### src/rtl/dsp19x2_accum_result_drain.sv
// Result drain for the dual-lane 19x2 MAC: periodic snapshot of the packed result,
// per-lane signed saturation, and lane0-then-lane1 serialisation onto a valid/ready stream.
module dsp19x2_accum_result_drain #(
  parameter int unsigned DUMP_INTERVAL = 4,
  parameter int unsigned OUT_W         = 16
) (
  input  logic             clk,
  input  logic             reset,
  input  logic             en,
  input  logic             clear,
  input  logic [37:0]      acc_p,
  output logic             out_valid,
  input  logic             out_ready,
  output logic [OUT_W-1:0] out_data,
  output logic             out_lane,
  output logic             out_sat,
  output logic             overflow,
  output logic [7:0]       drop_cnt
);

  localparam int unsigned LANE_W = 19;
  localparam int unsigned CNT_W  = 16;
  localparam logic [CNT_W-1:0] CNT_LAST = CNT_W'(DUMP_INTERVAL - 1);
  localparam logic signed [LANE_W-1:0] SAT_MAX = LANE_W'((1 << (OUT_W - 1)) - 1);
  localparam logic signed [LANE_W-1:0] SAT_MIN = LANE_W'(-(1 << (OUT_W - 1)));

  typedef enum logic [1:0] {
    ST_IDLE    = 2'd0,
    ST_SEND_L0 = 2'd1,
    ST_SEND_L1 = 2'd2
  } state_t;

  state_t           r_state;
  state_t           w_state_nxt;
  logic [CNT_W-1:0] r_cnt;
  logic [OUT_W:0]   r_hold0;
  logic [OUT_W:0]   r_hold1;
  logic [OUT_W:0]   w_hold0_nxt;
  logic [OUT_W:0]   w_hold1_nxt;
  logic             r_out_valid;
  logic [OUT_W-1:0] r_out_data;
  logic             r_out_lane;
  logic             r_out_sat;
  logic             r_overflow;
  logic [7:0]       r_drop_cnt;
  logic             w_snap;
  logic             w_hs;
  logic             w_drop;
  logic             w_valid_nxt;
  logic             w_lane_nxt;
  logic [OUT_W:0]   w_word_nxt;

  // Returns {sat, value} for one signed lane clipped to OUT_W bits.
  function automatic logic [OUT_W:0] f_sat(input logic [LANE_W-1:0] v);
    logic signed [LANE_W-1:0] w_s;
    w_s = $signed(v);
    if (w_s > SAT_MAX)      f_sat = {1'b1, OUT_W'(SAT_MAX)};
    else if (w_s < SAT_MIN) f_sat = {1'b1, OUT_W'(SAT_MIN)};
    else                    f_sat = {1'b0, OUT_W'(v)};
  endfunction

  assign w_snap = en && !clear && (r_cnt == CNT_LAST);
  assign w_hs   = r_out_valid && out_ready;

  // Interval counter
  always_ff @(posedge clk or negedge reset) begin
    if (!reset) begin
      r_cnt <= '0;
    end else if (clear) begin
      r_cnt <= '0;
    end else if (en) begin
      r_cnt <= (r_cnt == CNT_LAST) ? '0 : r_cnt + CNT_W'(1);
    end
  end

  // Next state, hold-register load and drop detection
  always_comb begin
    w_state_nxt = r_state;
    w_hold0_nxt = r_hold0;
    w_hold1_nxt = r_hold1;
    w_drop      = 1'b0;
    case (r_state)
      ST_IDLE: begin
        if (w_snap) begin
          w_hold0_nxt = f_sat(acc_p[18:0]);
          w_hold1_nxt = f_sat(acc_p[37:19]);
          w_state_nxt = ST_SEND_L0;
        end
      end
      ST_SEND_L0: begin
        w_drop = w_snap;
        if (w_hs) w_state_nxt = ST_SEND_L1;
      end
      ST_SEND_L1: begin
        if (w_hs && w_snap) begin
          // Snapshot lands exactly as lane1 leaves: reload with no bubble.
          w_hold0_nxt = f_sat(acc_p[18:0]);
          w_hold1_nxt = f_sat(acc_p[37:19]);
          w_state_nxt = ST_SEND_L0;
        end else if (w_hs) begin
          w_state_nxt = ST_IDLE;
        end else begin
          w_drop = w_snap;
        end
      end
      default: w_state_nxt = ST_IDLE;
    endcase

    w_valid_nxt = (w_state_nxt != ST_IDLE);
    w_lane_nxt  = (w_state_nxt == ST_SEND_L1);
    case (w_state_nxt)
      ST_SEND_L0: w_word_nxt = w_hold0_nxt;
      ST_SEND_L1: w_word_nxt = w_hold1_nxt;
      default:    w_word_nxt = '0;
    endcase
  end

  // State, hold and registered stream outputs
  always_ff @(posedge clk or negedge reset) begin
    if (!reset) begin
      r_state     <= ST_IDLE;
      r_hold0     <= '0;
      r_hold1     <= '0;
      r_out_valid <= 1'b0;
      r_out_lane  <= 1'b0;
      r_out_sat   <= 1'b0;
      r_out_data  <= '0;
    end else begin
      r_state     <= w_state_nxt;
      r_hold0     <= w_hold0_nxt;
      r_hold1     <= w_hold1_nxt;
      r_out_valid <= w_valid_nxt;
      r_out_lane  <= w_lane_nxt;
      r_out_sat   <= w_word_nxt[OUT_W];
      r_out_data  <= w_word_nxt[OUT_W-1:0];
    end
  end

  // Drop reporting
  always_ff @(posedge clk or negedge reset) begin
    if (!reset) begin
      r_overflow <= 1'b0;
      r_drop_cnt <= '0;
    end else if (clear) begin
      r_overflow <= 1'b0;
      r_drop_cnt <= '0;
    end else if (w_drop) begin
      r_overflow <= 1'b1;
      if (r_drop_cnt != 8'hFF) r_drop_cnt <= r_drop_cnt + 8'd1;
    end
  end

  assign out_valid = r_out_valid;
  assign out_data  = r_out_data;
  assign out_lane  = r_out_lane;
  assign out_sat   = r_out_sat;
  assign overflow  = r_overflow;
  assign drop_cnt  = r_drop_cnt;

endmodule

### config.mk
export PLATFORM = sky130hd
export DESIGN_NAME = dsp19x2_accum_result_drain
export DESIGN_NICKNAME = d
export VERILOG_FILES = /design/src/rtl/dsp19x2_accum_result_drain.sv
export SDC_FILE = /design/constraint.sdc
export NUM_CORES = 1
export LEC_CHECK = 0
export ABC_AREA = 0
export BUFFER_PORTS_ARGS = -buffer_cell sky130_fd_sc_hd__clkbuf_2
export CORE_MARGIN = 2
export CORE_UTILIZATION = 30
export CTS_BUF_LIST = sky130_fd_sc_hd__clkbuf_4 sky130_fd_sc_hd__clkbuf_8 sky130_fd_sc_hd__clkbuf_16
export DETAILED_ROUTE_END_ITERATION = 8
export HOLD_SLACK_MARGIN = 0.03
export PLACE_DENSITY = 0.48
export RECOVER_POWER = 25
export SYNTH_ARGS = -nofsm -noshare
export SYNTH_HDL_FRONTEND = slang
export SYNTH_SLANG_ARGS = --single-unit
### constraint.sdc
create_clock -name clk -period 2.75 [get_ports clk]
set_input_delay 0.55 -clock clk [delete_from_list [all_inputs] [get_ports clk]]
set_output_delay 0.55 -clock clk [all_outputs]
set_load 0.05 [all_outputs]
### Word-level counts from Yosys, hierarchy flattened

Index checks and enable logic that the tools add are counted.

| storage, ports and cells | value |
|---|---|
| register bits after elaboration | 80 |
| bits in latches | 0 |
| memory bits (writable) | 0 |
| bits in read-only memories | 0 |
| input bits | 43 |
| output and inout port bits | 28 |
| word-level logic and storage cells | 60 |
| memories | 0 |

| cells by class | value |
|---|---|
| $add $sub $neg | 2 |
| multipliers | 0 |
| div/mod/pow operators | 0 |
| order comparisons | 4 |
| equal/unequal tests | 6 |
| shifts and indexed selects | 0 |
| multiplexer cells | 27 |
| bitwise gates (word level) | 0 |
| reduce and logical (&&, ||, !) cells | 11 |

Operators with widths:

| operator | count |
|---|---|
| 17-bit 2-to-1 mux | 8 |
| 17-bit one-hot mux with 2 select lines | 3 |
| 16-bit 2-to-1 mux | 3 |
| 19-bit by 16-bit > comparator with 1-bit output, second input constant | 2 |
| 19-bit by 16-bit less-than comparator with 1-bit output, second input constant | 2 |
| 8-bit 2-to-1 mux | 3 |
| 16-bit by 1-bit adder with 16-bit output, second input constant | 1 |
| 16-bit by 2-bit equality test with 1-bit output, second input constant | 1 |
| 8-bit by 1-bit adder with 8-bit output, second input constant | 1 |
| 2-bit 2-to-1 mux | 4 |
| 8-bit != test, second input constant | 1 |
| 2-bit nonzero test | 4 |
| 2-bit one-hot mux with 3 select lines | 1 |
| 2-bit by 1-bit equality test with 1-bit output, second input constant | 2 |
| 2-bit equality test, second input constant | 2 |
| 1-bit logical AND | 4 |
| 1-bit 2-to-1 mux | 4 |
| 2-bit zero test | 1 |
| 1-bit one-hot mux with 2 select lines | 1 |
| 2-bit AND reduction | 1 |
| 1-bit zero test | 1 |

### Logic depth before layout (Yosys ltp)

Gate-level depths: netlist of the first run.

| logic depth | value |
|---|---|
| word-level depth | 8 |
| mapped depth | 12 |

### Worst setup path before layout of the first run

No wires, ideal clock.

| timing | value |
|---|---|
| path type | flip-flop to flip-flop |
| start point | register r_cnt[0] |
| end point | register r_out_data[1] (netlist: out_data[1]) |
| data arrival time | 2947 ps |
| required time | 2663 ps |
| path slack | -284 ps |
| stages on the path, launching flop included | 13 |
| path buffers | 1 |
| cells stage by stage | dfrtp_1 ha_1 nor4b_4 nand3_4 nor2_1 o21ai_0 a31o_2 ha_1 nand2_1 nor4_2 clkbuf_1 nand4_1 o211ai_1 |

| between the ends | value |
|---|---|
| word-level cells in the longest chain between the ends | 7 |
| elaborated cells between the ends (all ways) | 15 |
| those cells by class | eq/ne (3); mux (10); reduce/logical (2) |

Ends and longest elaborated chain:

| item | line | text |
|---|---|---|
| start, declared | 35 | `logic [CNT_W-1:0] r_cnt;` |
| start signal, assigned | 72 | `r_cnt <= (r_cnt == CNT_LAST) ? '0 : r_cnt + CNT_W'(1);` |
| 16-bit by 2-bit equality test with 1-bit output (*) | 62 | `assign w_snap = en && !clear && (r_cnt == CNT_LAST);` |
| 1-bit logical AND (*) | 62 |  |
| 1-bit logical AND | 95 | `if (w_hs && w_snap) begin` |
| 2-bit 2-to-1 mux | 95 |  |
| 2-bit one-hot mux with 3 select lines | 82 | `case (r_state)` |
| 2-bit equality test or 2-bit by 1-bit equality test with 1-bit output (tied branches) | 111 | `case (w_state_nxt)` |
| 17-bit one-hot mux with 2 select lines (*) | 111 |  |
| named net w_word_nxt[1] | 51 | `logic [OUT_W:0] w_word_nxt;` |
| end signal, assigned | 135 | `r_out_data <= w_word_nxt[OUT_W-1:0];` |
| end, declared | 41 | `logic [OUT_W-1:0] r_out_data;` |

Mark *: on every way through the listed nets, which the timed path passes. The rest lies on a longest branch.
A chain may end at the register's enable or synchronous reset.

### Worst setup path in the final report of the first run

| timing | value |
|---|---|
| start point | register r_cnt[0] |
| end point | register r_out_data[15] (netlist: out_data[15]) |

The elaborated chain is that of the path after synthesis.

==> results of run 1 <==
==> stage by stage <==
stage               utilization (%)  instances  setup TNS [ns]  hold WS [ns]  setup WS (ns)
floorplan                         -        550         -0.0633         0.254        -0.0283
global placement               36.3        800               0         0.467         0.0695
detailed placement             36.3        800               0         0.461         0.0137
CTS                            38.3        815               0         0.166        0.00890
global route                   39.1        822          -0.701         0.516        -0.0924
finish                         39.1        822               0         0.482         0.0989
==> layer usage <==
metal | global-route usage [%] | up-vias | wire length [um]
met4 | 5.30 | 0 | 225
li1 | - | 2102 | -
met5 | 0 | - | 0
met3 | 3.43 | 19 | 498
met1 | 21.1 | 2073 | 5820
met2 | 30.4 | 93 | 7010
==> cells in the mapped netlist, types with 10 or more instances <==
cell      number
o211ai_1      15
nor2_1        43
clkbuf_1      33
nand3b_1      17
nand3_1       16
a22oi_1       18
o31ai_1       15
dfrtp_1       80
a31oi_1       10
inv_1         13
o21ai_0       36
nand2_1      130
a21oi_1       39
==> worst max-delay path, cell delays in order, from the launching register on <==
cell and delay (ns):
dfrtp_1 0.36, ha_2 0.18, nor4b_4 0.26, nand3_4 0.16, nor3_4 0.21, a31oi_2 0.07, a31o_2 0.29, ha_4 0.24
nand2_4 0.08, nor4_4 0.04, buf_6 0.15, buf_4 0.13, a22oi_1 0.20, nand3_1 0.14
==> power by group through the flow <==
stage | Sequential (mW) | Clock [mW] | Combinational (mW)
floorplan | 1.47 | 0 | 0.585
global placement | 1.44 | 0 | 0.956
detailed placement | 1.44 | 0 | 0.967
CTS | 1.42 | 1.24 | 0.978
global route | 1.44 | 1.28 | 1.12
finish | 1.42 | 1.21 | 1.00
==> layout by cell type (no fill, tap or decap), types with 7 or more instances in the layout <==
| cell | netlist | layout |
|---|---|---|
| a21oi_1 | 39 | 39 |
| a22oi_1 | 18 | 14 |
| buf_4 | 0 | 32 |
| clkbuf_16 | 0 | 9 |
| clkbuf_2 | 0 | 69 |
| dfrtp_1 | 80 | 80 |
| inv_1 | 13 | 13 |
| nand2_1 | 130 | 128 |
| nand3_1 | 16 | 16 |
| nand3b_1 | 17 | 17 |
| nor2_1 | 43 | 42 |
| nor3_1 | 8 | 7 |
| o211ai_1 | 15 | 15 |
| o21ai_0 | 36 | 34 |
| o31ai_1 | 15 | 15 |
==> cell type report <==
cell class	count	share of cell area, %
tap	184	4.02
timing repair buffer	110	12.0
inverter	13	0.853
clock buffer	12	4.44
multi-input combinational	420	43.0
sequential	80	35.0
clock inverter	3	0.743
==> logic make-up after synthesis <==
group / Yosys count
mux: 3
flops: 80
buf+inv: 50
compound gates: 149
xor+xnor: 3
simple gates: 256
fa+ha+maj: 9
==> state kept, by name, summed over array words and instances, names as in the netlist <==
| name | flops |
|---|---|
| r_hold0 | 17 |
| r_hold1 | 17 |
| out_valid | 1 |
| drop_cnt | 8 |
| r_state | 2 |
| overflow | 1 |
| out_data | 16 |
| out_sat | 1 |
| r_cnt | 16 |
| out_lane | 1 |
==> what timing repair did <==
item | 4_1_cts | 5_1_grt
endpoints found under the setup margin | 0 | 17
buffers inserted | 0 | 7
hold buffers | 0 | 0
gates resized for setup | 0 | 20
==> how the worst max path moves through the flow <==
| stage | from | endpoint | slack, ns | depth (start not counted) |
|---|---|---|---|---|
| 6_report | r_cnt[0] | out_data[15] | 0.1 | 13 |
| 5_1_grt | r_cnt[1] | out_data[5] | -0.09 | 12 |
| 4_1_cts | r_cnt[0] | out_data[15] | 0.009 | 12 |
| 3_5_place_dp | en | out_data[1] | 0.01 | 12 |
| 3_3_place_gp | en | out_data[4] | 0.07 | 12 |
| 2_1_floorplan | r_cnt[0] | out_data[14] | -0.03 | 12 |
==> run_results.csv, run 1 <==
group,metric,value,unit
route,drc_errors,0,
timing,rsz0062_at_grt,"yes",
setup_path,rr_startpoint,"r_cnt[0]",
timing,tightest_slew,1.73,ns
hold_path,hold_path_end,"r_hold0[16]",
die,core,14600,um2
setup_path,r2r-end,"out_data[15]",
hold_path,whs_path_depth,2,
clock_network,clkLatencyLatePin,0.34,ns
timing,drv_slew,31,
setup_path,critPathArrivalTime,2.85,ns
yosys,synth_top_family_by_area,"simple AND/OR/NAND/NOR gates",
route,viasPerCell,5.22,
timing,finalHoldViolCount,0,
setup_path,crit_path_start_kind,"register",
yosys,synth_top_area_share,44.1,%
timing,fmax,377,MHz
route,drtIter0Drc,255,
global_routing,track_usage,17.2,%
global_routing,grt_overflow,0,
setup_path,r2r_setup_slack,0.1,ns
die,initial_core_util,31.0,%
clock_network,cts_tree,"yes",
pwr,ir_worst_vdd,298,uV
layout,final_cell_area,5720,um2
setup_path,crit_path_end_kind,"register",
pwr,internal-power,2.45,mW
yosys,async_flop_share,100,%
global_routing,grt_pass1_vias,4293,
timing,min_period_over_period,96.4,%
yosys,yosys-mux-area-fraction,0.744,%
yosys,syn-cell-area,4540,um2
pwr,seqPwrFrac,39.1,%
yosys,syn_nets,602,
yosys,synth-seq-cells,80,
setup_path,r2r_cells,13,
route,final_antenna_net_count,0,
layout,fin_nets,686,
yosys,synthXorXnorAreaFrac,0.578,%
placed_design,gp_congestion,0.811,
yosys,synth_edf_count,0,
yosys,yosysWarnings,0,
die,die_w,127,um
outcome,violations,"max-capacitance violations, max-slew violations",
setup_path,cp.required,2.95,ns
route,routedWlPerCell,16.5,um
setup_path,critical_path_class,"reg -> reg",
pwr,pwr-share-comb,27.5,%
global_routing,grt_pass1_wl,22000,um
route,routed_wl,13500,um
global_routing,antenna_found_initial,0,
hold_path,hp-class,"reg -> reg",
layout,diodes,0,
die,pin_count,71,
timing,slew_headroom,-15.7,%
pwr,p_leak,2.65,nW
outcome,status,"finished with violations",
placed_design,port_buffers,70,
placed_design,placed_cell_area,5310,um2
global_routing,grt_start_max_net_pins,52,
yosys,synthAdderAreaFrac,2.48,%
pwr,p_switching,1.18,mW
timing,post-route-min-period,2.65,ns
placed_design,dpl.hpwl,9730,um
yosys,synth_area_leader_cell,"dfrtp_1",
clock_network,clk_path_buf_depth,2,
hold_path,min-delay-start,"r_hold0[16]",
yosys,synth-compound-area-share,20.3,%
clock_network,cts.sinks,80,
die,die_h,127,um
timing,clock_skew,0.00637,ns
clock_network,htree_levels,3,
pwr,pwr-share-clk,33.4,%
layout,layout-drive-gt1-share,24.5,%
flow_run,drv_cap,1,
clock_network,cts_buffers,9,
clock_network,clk_pin_slew,0.06,ns
yosys,synthDistinctLibCells,50,
setup_path,crit_fanout,5,
yosys,yosysSeqAreaShare,44.1,%
die,std_cell_rows,44,
yosys,syn-mean-instance-area,8.26,um2
yosys,synth_simple_gate_area_share,27.5,%
pwr,p_sw_share,32.6,%
route,num_vias,4287,
yosys,synth_area_leaders,"dfrtp_1, nand2_1, a21oi_1",
layout,num-fill-cells,1513,
route,firstDrtPassIters,4,
layout,regArea,2000,um2
pwr,powerDensity,635,nW/um2
timing,setup_viol,0,
yosys,netlist_instances,550,
layout,multi_input_area,2460,um2
clock_network,root_buffer,"clkbuf_16",
yosys,dominantRegCellSynth,"dfrtp_1",
layout,area_growth,25.9,%
pwr,power,3.63,mW
die,die_area,16100,um2
Note: power is estimated with default switching activity, not from simulation.
==> run 2, diff against run 1 <==
Settings changed: CTS_BUF_LIST sky130_fd_sc_hd__clkbuf_4 sky130_fd_sc_hd__clkbuf_8 sky130_fd_sc_hd__clkbuf_16 to unset.
==> run 2 against run 1 <==
Compared with the run above: sequential power about the same; critical endpoint unchanged; cell count unchanged; final area down 0.13%; the run still ends with max-capacitance violations, max-slew violations left.
==> run_results.csv, run 2 (synthesis results as in run 1) <==
group,metric,value,unit
timing,finalHoldViolCount,0,
timing,finalWorstSetupSlack,0.0945,ns
timing,fmax,377,MHz
setup_path,crit_fanout,5,
global_routing,grt_pass1_wl,22000,um
route,viasPerCell,5.19,
clock_network,cts.sinks,80,
layout,fin_nets,686,
global_routing,grt_start_max_net_pins,52,
route,drtIter0Drc,261,
layout,final_common_cell,"nand2_1",
outcome,violations,"max-capacitance violations, max-slew violations",
die,initial_core_util,31.0,%
route,routed_wl,13600,um
clock_network,cts_buffers,9,
setup_path,startpoint,"r_cnt[0]",
setup_path,critPathSlowestCell,"dfrtp_1",
die,std_cell_rows,44,
placed_design,dpl_worst_slack,0.0137,ns
setup_path,critical_path_class,"reg -> reg",
layout,final_cell_area,5710,um2
timing,setup_viol,0,
die,die_w,127,um
layout,area_growth,25.8,%
global_routing,antenna_found_initial,0,
route,firstDrtPassIters,4,
setup_path,slowest_delay,0.36,ns
die,core,14600,um2
layout,diodes,0,
clock_network,htree_levels,3,
setup_path,crit_path_start_kind,"register",
pwr,p_leak,2.65,nW
route,final_antenna_net_count,0,
clock_network,clk_path_buf_depth,2,
timing,rsz0062_at_grt,"yes",
timing,min_period_over_period,96.6,%
setup_path,r2r_cells,13,
placed_design,port_buffers,70,
layout,reg_top3,"r_hold0: 17 flops, r_hold1: 17 flops",
setup_path,cp.required,2.95,ns
clock_network,clk_pin_slew,0.06,ns
global_routing,grt_pass1_vias,4276,
setup_path,crit_path_end_kind,"register",
global_routing,grt_overflow,0,
setup_path,r2r_setup_slack,0.09,ns
die,die_h,127,um
clock_network,cts_hold_buf,0,
route,routedWlPerCell,16.5,um
pwr,powerDensity,632,nW/um2
timing,drv_slew,31,
outcome,status,"finished with violations",
die,pin_count,71,
timing,clock_skew,0.00657,ns
global_routing,track_usage,17.1,%
pwr,power,3.61,mW
setup_path,critPathArrivalTime,2.85,ns
timing,slew_headroom,-15.6,%
timing,post-route-min-period,2.66,ns
setup_path,path_cells,"ha_2 -> nor4b_4 -> nand3_4 -> nor3_4 -> a31oi_2 -> a31o_2 -> ha_4 -> nand2_4 -> nor4_4 -> buf_6 -> buf_4 -> a22oi_1 -> nand3_1",
setup_path,cp_num_cells,13,
placed_design,placed_cell_area,5310,um2
layout,num-fill-cells,1512,
die,die_area,16100,um2
flow_run,drv_cap,1,
setup_path,critical-path-top-delay-family,"simple AND/OR/NAND/NOR gates",
pwr,ir_worst_vdd,299,uV
setup_path,r2r-end,"out_data[15]",
timing,tightest_slew,1.73,ns
placed_design,dpl.hpwl,9730,um
route,num_vias,4269,
setup_path,cp-endpoint,"out_data[15]",
clock_network,cts_tree,"yes",
route,drc_errors,0,
clock_network,root_buffer,"clkbuf_16",
layout,layout-drive-gt1-share,24.1,%
layout,mostFrequentLayoutCells,"nand2_1, dfrtp_1, clkbuf_2, nor2_1, a21oi_1",
hold_path,hp-class,"reg -> reg",
placed_design,gp_congestion,0.811,
setup_path,cp.buffers_inverters,2,
setup_path,rr_startpoint,"r_cnt[0]",
clock_network,clkLatencyLatePin,0.34,ns
## run 2: changes by cell type in the layout (fill, tap and decap cells not counted)
cell      before  now
clkbuf_4       3    1
clkbuf_1       1    3
## run 2: where the power goes
| group | total (mW) | internal, mW | switching [mW] |
|---|---|---|---|
| clock network | 1.19 | 0.722 | 0.469 |
| registers | 1.42 | 1.32 | 0.0984 |
| logic | 1.00 | 0.384 | 0.616 |
| total | 3.61 | 2.43 | 1.18 |
## run 2: timing repair
item | 4_1_cts | 5_1_grt
resized for setup | 0 | 20
endpoints found under the setup margin | 0 | 17
buffers inserted | 0 | 7
## run 2: routing by layer
| layer | vias to the layer above | GRT usage, % | wire length (um) |
|---|---|---|---|
| met5 | - | 0 | 0 |
| met4 | 0 | 4.46 | 116 |
| met3 | 9 | 3.43 | 549 |
| met2 | 97 | 30.6 | 7080 |
| met1 | 2061 | 21.1 | 5810 |
| li1 | 2102 | - | - |
## run 2: final cells by class
| class | instances | area [um2] | share of cell area, % |
|---|---|---|---|
| Clock buffer | 12 | 246 | 4.31 |
| Inverter | 13 | 48.8 | 0.854 |
| Timing Repair Buffer | 110 | 684 | 12.0 |
| Clock inverter | 3 | 42.5 | 0.744 |
| Tap cell | 184 | 230 | 4.03 |
| Sequential cell | 80 | 2000 | 35.0 |
| Multi-Input combinational cell | 420 | 2460 | 43.0 |
## run 2: worst min-delay path, delay by kind of cell (launching register included)
family | cells | cell delay, ns
simple gates | 2 | 0.10
flops | 1 | 0.35
## run 2: how the worst min path moves through the flow
stage | startpoint | to | slack [ns] | depth (start not counted)
finish | r_hold0[16] | r_hold0[16] | 0.48 | 2
global route | r_hold1[6] | r_hold1[6] | 0.52 | 2
CTS | reset | r_hold0[13] | 0.17 | 1
detailed placement | r_hold1[16] | r_hold1[16] | 0.46 | 2
global placement | r_hold0[16] | r_hold0[16] | 0.47 | 2
floorplan | reset | drop_cnt[0] | 0.25 | 0
## run 2: through the flow
| step | hold slack [ns] | util (%) | std cells | TNS, ns |
|---|---|---|---|---|
| detailed placement | 0.461 | 36.3 | 800 | 0 |
| CTS | 0.166 | 38.3 | 815 | 0 |
| global route | 0.516 | 39.0 | 822 | -0.701 |
| global placement | 0.467 | 36.3 | 800 | 0 |
| finish | 0.485 | 39.0 | 822 | 0 |
| floorplan | 0.254 | - | 550 | -0.0633 |
==> run 3, diff against run 2 <==
Settings changed: PLACE_DENSITY 0.48 to 0.46.
Clock period 2.75 ns to 3.25 ns, I/O delays scaled along.
==> run 3 against run 2 <==
Compared with the run above: the run still ends with max-capacitance violations, max-slew violations left; clock-buffer cell count down 2; core utilization down 1.9 points; via count down 3.3%; critical path type unchanged; largest cell class unchanged.
==> run_results.csv, run 3 (synthesis results as in run 1) <==
group,metric,value,unit
layout,num-fill-cells,1509,
setup_path,cp_common_cell,"a31oi_1",
route,drtIter0Drc,232,
setup_path,r2r-end,"out_data[9]",
die,die_h,127,um
timing,tightest_slew,2.03,ns
timing,clock_skew,0.00815,ns
route,num_vias,4126,
global_routing,grt_start_max_net_pins,81,
timing,slew_headroom,-35.3,%
hold_path,whs_path_depth,2,
setup_path,rr_startpoint,"r_cnt[0]",
placed_design,gp_congestion,0.780,
clock_network,clkLatencyLatePin,0.33,ns
global_routing,grt_pass1_vias,3913,
route,wl_met1,6390,um
layout,diodes,0,
clock_network,cts.sinks,80,
layout,reg_top3,"r_hold0: 17 flops, r_hold1: 17 flops",
route,wl_met2,5500,um
timing,fmax,326,MHz
route,firstDrtPassIters,5,
clock_network,clk_path_buf_depth,2,
layout,mostFrequentLayoutCells,"nand2_1, dfrtp_1, clkbuf_2, nor2_1, a21oi_1",
hold_path,hp-class,"reg -> reg",
setup_path,crit_path_start_kind,"register",
setup_path,critical-path-top-delay-family,"compound AO/OA/AOI/OAI gates",
layout,area_growth,19.5,%
timing,post-route-min-period,3.07,ns
layout,layout-drive-gt1-share,19.9,%
timing,drv_slew,81,
clock_network,postCtsSetupBuffers,0,
global_routing,track_usage,16.1,%
setup_path,critPathArrivalTime,3.26,ns
route,wl_met3,696,um
pwr,p_leak,2.49,nW
layout,fin_nets,659,
die,die_area,16100,um2
hold_path,hold_path_end,"r_hold0[12]",
setup_path,cp.buffers_inverters,1,
route,final_antenna_net_count,0,
timing,rsz0062_at_grt,"yes",
route,routed_wl,12700,um
pwr,ir_worst_vdd,334,uV
global_routing,antenna_found_initial,0,
outcome,status,"finished with violations",
timing,min_period_over_period,94.4,%
setup_path,path_cells,"ha_2 -> nor4b_4 -> nand3_4 -> nor3_1 -> a31oi_1 -> a31o_2 -> ha_1 -> nand2_1 -> a31oi_1 -> buf_4 -> a22oi_1 -> o211ai_1",
global_routing,grt_pass1_wl,20600,um
die,core,14600,um2
timing,tns,0,ns
setup_path,critical_path_class,"reg -> reg",
placed_design,dpl.hpwl,8630,um
global_routing,grt_overflow,0,
hold_path,min-delay-start,"r_hold0[12]",
clock_network,clk_pin_slew,0.06,ns
die,std_cell_rows,44,
clock_network,cts_tree,"yes",
setup_path,r2r_setup_slack,0.18,ns
timing,hold_slack,0.467,ns
route,drc_errors,0,
route,routedWlPerCell,16.0,um
layout,final_common_cell,"nand2_1",
setup_path,cp.required,3.44,ns
clock_network,root_buffer,"clkbuf_16",
flow_run,drv_cap,1,
setup_path,critPathSlowestCell,"dfrtp_1",
clock_network,cts_buffers,9,
pwr,powerDensity,546,nW/um2
setup_path,startpoint,"r_cnt[0]",
pwr,power,2.96,mW
setup_path,crit_fanout,16,
setup_path,r2r_cells,12,
die,pin_count,71,
route,topRoutingLayerUsed,"met4",
timing,setup_viol,0,
clock_network,htree_levels,3,
outcome,violations,"max-capacitance violations, max-slew violations",
route,viasPerCell,5.18,
timing,finalHoldViolCount,0,
die,die_w,127,um
setup_path,slowest_delay,0.40,ns
placed_design,port_buffers,70,
die,initial_core_util,31.0,%
setup_path,crit_path_end_kind,"register",
-- run 3: final cells by class --
class                           count  area (um2)  area share, %
Multi-Input combinational cell    420        2390           44.1
Sequential cell                    80        2000           36.9
Timing Repair Buffer               83         448           8.25
Clock buffer                       10         239           4.40
Tap cell                          184         230           4.24
Clock inverter                      6        68.8           1.27
Inverter                           13        48.8          0.899
-- run 3: report_power, final --
part | switching [mW] | total (mW) | internal, mW
Combinational | 0.468 | 0.730 | 0.262
Sequential | 0.0788 | 1.20 | 1.12
Clock | 0.418 | 1.04 | 0.619
Total | 0.965 | 2.96 | 2.00
-- run 3: through the flow --
stage | std cells | instance area, um2 | setup slack, ns | utilization [%]
after floorplan | 550 | 4540 | 0.216 | -
after global placement | 780 | 5080 | 0.0330 | 34.7
after detailed placement | 780 | 5080 | -0.0868 | 34.7
after CTS | 796 | 5380 | 0.0840 | 36.8
after global routing | 796 | 5430 | -0.0329 | 37.1
final | 796 | 5430 | 0.183 | 37.1
-- run 3: metal layers --
metal,track usage (%),vias to the layer above
met5,0,-
met4,4.27,0
met3,2.89,9
met2,23.7,110
met1,24.4,1958
li1,-,2049
-- run 3: how the worst max path moves through the flow --
stage / to / slack [ns] / depth (start not counted)
floorplan: out_data[1] / 0.22 / 12
detailed placement: out_data[2] / -0.09 / 11
global route: out_data[9] / -0.03 / 12
global placement: out_data[13] / 0.03 / 11
finish: out_data[9] / 0.18 / 12
CTS: out_data[3] / 0.08 / 11
-- run 3: timing repair --
item	CTS	global route
hold buffers	0	0
setup endpoints to repair	2	15
cloned	0	0
hold endpoints to repair	0	0
gates resized for setup	1	8
-- run 3: worst register-to-register path: cells and delay by family (launching register included) --
kind	cells	cell delay [ns]
AOI/OAI and AO/OA	5	0.90
and+or+nand+nor	4	0.81
adders and majority gates	2	0.56
DFF	1	0.40
buffers and inverters	1	0.24
